File: config.mk
export PLATFORM = sky130hd
export DESIGN_NAME = cook_sequencer
export DESIGN_NICKNAME = d
export VERILOG_FILES = /design/src/rtl/cook_sequencer.sv
export SDC_FILE = /design/constraint.sdc
export NUM_CORES = 1
export LEC_CHECK = 0
export BUFFER_PORTS_ARGS = -buffer_cell sky130_fd_sc_hd__buf_4
export CAP_MARGIN = 20
export CORE_UTILIZATION = 52
export DETAILED_ROUTE_END_ITERATION = 8
export PLACE_DENSITY_LB_ADDON = 0.05
export REMOVE_ABC_BUFFERS = 1
export SLEW_MARGIN = 10
export SYNTH_ARGS = -nofsm -noshare
export SYNTH_HDL_FRONTEND = slang
export SYNTH_SLANG_ARGS = --single-unit
File: constraint.sdc
create_clock -name clk -period 2.4 [get_ports clk]
set_clock_uncertainty 0.1 [all_clocks]
set_input_delay 0.24 -clock clk [delete_from_list [all_inputs] [get_ports clk]]
set_output_delay 0.24 -clock clk [all_outputs]
set_load 0.05 [all_outputs]
File: src/rtl/cook_sequencer.sv
// cook_sequencer: microwave cook-time sequencer with BCD keypad entry, per-second countdown and door-interlocked magnetron
// Ports: clk/rst (sync, active-high); startn/stopn/clearn active-low debounced buttons;
// door_closed interlock; key_valid/key_digit keypad strobe; min_tens..sec_ones BCD time;
// mag_on magnetron enable; done completion flag; state IDLE=0 COOKING=1 PAUSED=2 DONE=3
module cook_sequencer #(
    parameter int TICKS_PER_SEC = 100,
    parameter int DONE_HOLD = 3
) (
    input  logic       clk,
    input  logic       rst,
    input  logic       startn,
    input  logic       stopn,
    input  logic       clearn,
    input  logic       door_closed,
    input  logic       key_valid,
    input  logic [3:0] key_digit,
    output logic [3:0] min_tens,
    output logic [3:0] min_ones,
    output logic [3:0] sec_tens,
    output logic [3:0] sec_ones,
    output logic       mag_on,
    output logic       done,
    output logic [2:0] state
);
    localparam int HOLD = DONE_HOLD * TICKS_PER_SEC;
    localparam int PW = $clog2(TICKS_PER_SEC);
    localparam int HW = $clog2(HOLD);
    typedef enum logic [2:0] {IDLE = 3'd0, COOKING = 3'd1, PAUSED = 3'd2, DONE = 3'd3} state_t;
    state_t cur, nxt;
    logic startn_q, stopn_q, clearn_q;
    logic [PW-1:0] pre, pre_n;
    logic [HW-1:0] cnt, cnt_n;
    logic [3:0] mt_n, mo_n, st_n, so_n, dmt, dmo, dst, dso;
    logic start_p, stop_p, clear_p, tick, soz, sz, mz;
    assign start_p = startn_q & ~startn;
    assign stop_p = stopn_q & ~stopn;
    assign clear_p = clearn_q & ~clearn;
    assign tick = cur == COOKING && pre == PW'(TICKS_PER_SEC - 1);
    // Decremented time; seconds 00 borrows from minutes and reloads 59.
    assign soz = sec_ones == 4'd0;
    assign sz = soz && sec_tens == 4'd0;
    assign mz = min_ones == 4'd0;
    assign dso = soz ? 4'd9 : sec_ones - 4'd1;
    assign dst = sz ? 4'd5 : soz ? sec_tens - 4'd1 : sec_tens;
    assign dmo = !sz ? min_ones : mz ? 4'd9 : min_ones - 4'd1;
    assign dmt = sz && mz ? min_tens - 4'd1 : min_tens;
    assign mag_on = cur == COOKING && door_closed;
    assign done = cur == DONE;
    assign state = cur;
    always_comb begin
        nxt = cur;
        {mt_n, mo_n, st_n, so_n} = {min_tens, min_ones, sec_tens, sec_ones};
        pre_n = '0;
        cnt_n = '0;
        case (cur)
            IDLE: begin
                if (clear_p || stop_p)
                    {mt_n, mo_n, st_n, so_n} = '0;
                else if (start_p && door_closed && |{min_tens, min_ones, sec_tens, sec_ones})
                    nxt = COOKING;
                else if (key_valid && key_digit < 4'd10)
                    {mt_n, mo_n, st_n, so_n} = {min_ones, sec_tens, sec_ones, key_digit};
            end
            COOKING: begin
                if (clear_p) begin
                    nxt = IDLE;
                    {mt_n, mo_n, st_n, so_n} = '0;
                end else if (stop_p || !door_closed)
                    nxt = PAUSED;
                else if (tick) begin
                    {mt_n, mo_n, st_n, so_n} = {dmt, dmo, dst, dso};
                    nxt = {dmt, dmo, dst, dso} == 16'd0 ? DONE : COOKING;
                end else
                    pre_n = pre + 1'b1;
            end
            PAUSED: begin
                if (clear_p || stop_p) begin
                    nxt = IDLE;
                    {mt_n, mo_n, st_n, so_n} = '0;
                end else if (start_p && door_closed)
                    nxt = COOKING;
            end
            DONE: begin
                if (start_p || stop_p || clear_p || cnt == HW'(HOLD - 1))
                    nxt = IDLE;
                else
                    cnt_n = cnt + 1'b1;
            end
            default: nxt = IDLE;
        endcase
    end
    always_ff @(posedge clk) begin
        if (rst) begin
            cur <= IDLE;
            {min_tens, min_ones, sec_tens, sec_ones} <= '0;
            pre <= '0;
            cnt <= '0;
            {startn_q, stopn_q, clearn_q} <= 3'b111;
        end else begin
            cur <= nxt;
            {min_tens, min_ones, sec_tens, sec_ones} <= {mt_n, mo_n, st_n, so_n};
            pre <= pre_n;
            cnt <= cnt_n;
            {startn_q, stopn_q, clearn_q} <= {startn, stopn, clearn};
        end
    end
endmodule
==> metrics, run 1 <==
crit-path max FO=4; Placed Cells=375; R2R depth=7; DRT iter0 DRCs=197; share of layout cells above drive strength 1=29.22%; Tot Pwr=3196 uW; DP Wirelength=4641 um; HP Start=clearn; Vias=2322; final hold viol count=0; Crit path largest cell delay=0.53 ns; n_diodes=0; Worst Path Buf+Inv=1; RD Place Congestion=0.9994; post-layout min period=2.291 ns; htree depth=2; Die Ht=70.10 um; Hold-fix buffers, CTS=0; dpl cell area=0.002829 mm2; root buffer cell=clkbuf_8; die area=0.004913 mm2; R2R Path Start=sec_tens[1]; Final Setup Violations=0; Post-synth EDFFs=0; Initial Utilization=54.62%; CP endpoint kind=register; Min-Delay Path Class=in -> reg; syn avg cell area=8.580 um2; gr usage total=26.96%; Worst Path Arrival=2.40 ns; Yosys warnings=0; core area=0.004414 mm2; Endpoint, Worst Hold=clearn_q; Yosys top cell by area=dfxtp_1; port buffer count=30; CTS tree=done; Final Cycle Share=95.48%; Critical Path RT=2.51 ns; WHS Path Cells=2; first-pass GRT wire length=10540 um; DRT Pass-1 Iters=4; Critical Path Start Type=register; cell area power density=1069 mW/mm2; vias in the first global route=2218; FF-to-FF End=sec_tens[1]; post-synthesis cell type count=63; maximum resistive drop on vdd=566.5 uV; Synth top area share=30.72%; # DRC=0; FF+latch count, synth=37; Max clock buf depth=2; cell count after synthesis=281; largest net degree at the start of global routing=24; leakage=0.001201 uW; number of I/O pins=32; Total Routed Length=6275 um; Core Util, Final=67.74%; Max Cap Viol=0; delay-heaviest family, CP=simple AND/OR/NAND/NOR gates; design area=0.002990 mm2; CP cell instances=inv_1 -> ha_1 -> or4b_1 -> nor4_4 -> a2bb2oi_2 -> nand2_1 -> a211oi_1; Max Clock Freq=436.4 MHz; row cnt=24; area grow syn2layout=24.03%; Worst-path clk slew=0.08 ns; die outline width=70.10 um; Clock Latency Late Sink=0.29 ns; max-slew violations=0; WHS=0.04221 ns; CP max-delay cell=or4b_1; nets=352; Remaining Overflow, GRT=0; Area contributors post-synth=dfxtp_1 31%, a21oi_1 5.8%, a211oi_2 5.2%; Vias/cell=6.047; final antenna-violating net count=0; Final Instance Count excl. Fillers=384; CTS Buf Count=5; R2R setup slack=0.11 ns; sequential share of the synthesized area=30.72%; Post-synth top flop=dfxtp_1; Num Clock Sinks=37; initial antenna violation count=0; CP Class=reg -> reg; status=complete, no violations; Cell Area, Synth=0.002411 mm2; Async S/R FF share, synth=0%; WL/cell=16.34 um
repair_timing:
action                                  CTS  global route
buffers inserted                          0             1
gates resized for setup                   1            11
pin swaps                                 0             5
endpoints found under the setup margin    1            15
per-stage QoR:
stage / setup TNS (ns) / setup WS [ns]
detailed placement: 0 / 0.04450
global placement: 0 / 0.01072
global route: -0.2547 / -0.04893
floorplan: -8.218 / -0.5976
CTS: 0 / 0.05190
finish: 0 / 0.1085
placed cells by master (no fill, tap or decap), types with 4 or more instances in the layout:
| cell | instances |
|---|---|
| nand2_1 | 16 |
| and2_1 | 4 |
| buf_4 | 55 |
| o31ai_1 | 4 |
| and3_1 | 5 |
| a21oi_1 | 28 |
| dfxtp_1 | 37 |
| a211oi_2 | 10 |
| xnor2_1 | 5 |
| or2_2 | 5 |
| nand3_1 | 10 |
| a22oi_1 | 4 |
| clkbuf_8 | 6 |
| o21ai_0 | 5 |
| inv_1 | 11 |
| ha_1 | 10 |
| nor2_1 | 27 |
| xor2_1 | 8 |
| nand4_1 | 6 |
how the worst max path moves through the flow:
| stage | endpoint | slack (ns) | from | cells after the start |
|---|---|---|---|---|
| after floorplan | min_ones[3] | -0.60 | sec_tens[0] | 7 |
| after global routing | sec_tens[1] | -0.05 | sec_tens[1] | 7 |
| after global placement | min_tens[0] | 0.01 | sec_tens[1] | 8 |
| after CTS | min_tens[0] | 0.05 | sec_tens[1] | 7 |
| after detailed placement | min_tens[0] | 0.04 | sec_tens[1] | 8 |
| final | sec_tens[1] | 0.11 | sec_tens[1] | 7 |
cell usage after synthesis (5+ instances only):
| library cell | number |
|---|---|
| a211oi_2 | 10 |
| xnor2_1 | 5 |
| nand4_1 | 6 |
| o31ai_1 | 5 |
| ha_1 | 10 |
| or2_2 | 5 |
| a21oi_1 | 28 |
| o21ai_0 | 5 |
| nor2_1 | 27 |
| nand3_1 | 10 |
| and3_1 | 5 |
| clkbuf_1 | 6 |
| xor2_1 | 8 |
| nand2_1 | 16 |
| inv_1 | 13 |
| dfxtp_1 | 37 |
area by class of cell:
| class | count | area [um2] |
|---|---|---|
| clock buffer | 6 | 82.58 |
| clock inverter | 2 | 37.54 |
| fill | 372 | 1424 |
| inverter | 13 | 48.80 |
| multi-input combinational | 216 | 1560 |
| sequential | 37 | 740.7 |
| tap | 52 | 65.06 |
| timing repair buffer | 58 | 455.4 |
flip-flops by register name, summed over array words and instances, names as in the netlist, 2 cells and up:
signal and count:
min_tens 4, pre 7, min_ones 4, sec_ones 4
sec_tens 4, state 2, cnt 9
worst register-to-register path, stage by stage, from the launching register on:
cell	delay [ns]
dfxtp_1	0.32
inv_1	0.07
ha_1	0.18
or4b_1	0.53
nor4_4	0.27
a2bb2oi_2	0.28
nand2_1	0.16
a211oi_1	0.29
where the power goes:
| group | internal [uW] | switching [uW] |
|---|---|---|
| registers | 689 | 89.5 |
| logic | 778 | 1070 |
| clock network | 338 | 233 |
cell families (layout without fill, tap and decap cells):
logic type,count (synthesis),after routing,synth area share (%)
simple gates,106,106,25.79
compound gates,83,83,26.26
flops,37,37,30.72
buf+inv,28,79,5.656
xor+xnor,13,13,4.722
fa+ha+maj,10,10,5.189
mux,3,3,1.505
other cells,1,1,0.1555
routing by layer:
| metal | vias to the layer above | track usage, % | share of wire [%] |
|---|---|---|---|
| met1 | 1099 | 34.91 | 46 |
| li1 | 1148 | - | - |
| met2 | 67 | 44.66 | 48 |
| met5 | - | 0 | 0 |
| met3 | 8 | 4.185 | 4.5 |
| met4 | 0 | 10.89 | 1.7 |
(Power assumes the default switching activity.)
==> run 2: changes to the inputs <==
--- a/config.mk
+++ b/config.mk
@@ -7,7 +7,7 @@
 export LEC_CHECK = 0
 export BUFFER_PORTS_ARGS = -buffer_cell sky130_fd_sc_hd__buf_4
 export CAP_MARGIN = 20
-export CORE_UTILIZATION = 52
+export CORE_UTILIZATION = 51
 export DETAILED_ROUTE_END_ITERATION = 8
 export PLACE_DENSITY_LB_ADDON = 0.05
 export REMOVE_ABC_BUFFERS = 1
==> run 2 against run 1 <==
- the flow now finishes with violations (DRC)
- sequential cell count is the same
- combinational power increased by 2%
- wire length increased by 4.4%
- via count increased by 2.0%
- fmax shrank 1.5%
- non-clock buffer count unchanged
- total power up 4.1%
- first-iteration DRC count increased by 11%
- utilization is 0.22 points higher
- count of clock-buffer cells in the layout is 1 lower
- register-to-register slack got worse by 0.03 ns
- critical endpoint is now min_tens[1]
- highest routed layer unchanged
==> metrics, run 2 (synthesized netlist as in run 1, its figures left out) <==
Core Util, Final=67.96%; max reg flops=9; DRT iter0 DRCs=219; leakage=0.001210 uW; Min-Delay Path Class=in -> reg; Total Routed Length=6551 um; Initial Utilization=54.25%; internal power=1898 uW; Largest Register=cnt; Max Cap Viol=0; max-slew violations=0; Critical Path Start Type=register; Die Ht=70.76 um; n_diodes=0; proportion of power drawn by the clock network=19.7%; biggest regs=cnt: 9 flops, pre: 7 flops; gr usage total=27.27%; cell area power density=1102 mW/mm2; CP max-delay cell=or4b_4; htree depth=2; Remaining Overflow, GRT=0; combinational power share=56.8%; die outline width=70.76 um; largest net degree at the start of global routing=24; Worst Path Buf+Inv=2; failing checks=DRC; Worst Path Arrival=2.44 ns; Final Instance Count excl. Fillers=384; setup TNS=0 ns; CP Class=reg -> reg; # DRC=4; die area=0.005006 mm2; Flop pwr share=23.5%; CTS tree=done; Max clock buf depth=2; vias in the first global route=2171; switch share=42.97%; CP endpoint kind=register; Num Clock Sinks=37; R2R setup slack=0.07 ns; row cnt=24; crit-path max FO=6; Hold-fix buffers, CTS=0; Vias/cell=6.169; nets=352; most frequent cells in the layout=55 x buf_4, 37 x dfxtp_1, 28 x a21oi_1; WL/cell=17.06 um; Crit path largest cell delay=0.49 ns; CTS Buf Count=5; Final Cycle Share=96.88%; Max Clock Freq=430.1 MHz; RD Place Congestion=0.9225; DRT Pass-1 Iters=6; commonest non-fill, non-tap cell in the layout=buf_4; final antenna-violating net count=0; DP Wirelength=4570 um; area grow syn2layout=25.27%; final hold viol count=0; initial antenna violation count=0; Vias=2369; post-layout min period=2.325 ns; status=complete, but fails checks; share of layout cells above drive strength 1=29.52%; delay-heaviest family, CP=simple AND/OR/NAND/NOR gates; CP cell instances=inv_1 -> ha_1 -> or4b_4 -> nor4_4 -> a2bb2oi_2 -> buf_6 -> a21oi_1 -> a211oi_2; Clock Latency Late Sink=0.30 ns; Critical Path RT=2.52 ns; post-route setup slack=0.07477 ns; root buffer cell=clkbuf_8; Final Setup Violations=0; number of I/O pins=32; worst slack, placed=0.03023 ns; maximum resistive drop on vdd=661.8 uV; Placed Cells=373; number of fill cells=407; core area=0.004444 mm2; Worst-path clk slew=0.08 ns; Tot Pwr=3328 uW; port buffer count=30; first-pass GRT wire length=10760 um; sw power=1430 uW
## run 2: cell types whose count changed in the layout (fill, tap and decap cells not counted), sizes merged
cell	before	now
clkinvlp	1	0
clkinv	0	1
bufinv	1	2
clkbuf	6	5
## run 2: per-layer routing
| layer | track usage [%] | vias up | part of all wire [%] |
|---|---|---|---|
| met5 | 0 | - | 0 |
| met4 | 11.78 | 0 | 2.5 |
| met3 | 5.128 | 16 | 5.1 |
| met2 | 43.80 | 76 | 48 |
| met1 | 35.82 | 1120 | 45 |
| li1 | - | 1157 | - |
## run 2: power by group through the flow
stage               combinational (uW)  sequential (uW)  clock (uW)
floorplan                          913             1060           0
global placement                  1740              789           0
detailed placement                1760              791           0
CTS                               1780              778         664
global route                      2030              792         695
finish                            1890              783         655
## run 2: worst paths after layout
check	startpoint	end	cells past startpoint
worst max-delay path	min_tens[0]	min_tens[1]	8
worst min-delay path	clearn	clearn_q	2
worst max register to register	min_tens[0]	min_tens[1]	8
worst min register to register	pre[0]	pre[0]	1
## run 2: layout make-up
class	instances	area, um2	area share (%)
Inverter	13	48.80	1.616
Multi-Input combinational cell	216	1577	52.20
Sequential cell	37	740.7	24.52
Timing Repair Buffer	58	455.4	15.08
Clock inverter	3	65.06	2.154
Clock buffer	5	68.82	2.278
Tap cell	52	65.06	2.154
## run 2: repair_timing
action                                  CTS  global route
cloned                                    0             1
pin swaps                                 0             2
gates resized for setup                   1            14
buffers inserted                          0             2
endpoints found under the setup margin    1            17
## run 2: stage by stage
stage	area (um2)	hold slack, ns
2_1_floorplan	2323	0.2046
3_3_place_gp	2814	0.3368
3_5_place_dp	2814	0.3405
4_1_cts	2952	0.02875
5_1_grt	3020	0.02943
6_report	3020	0.03272
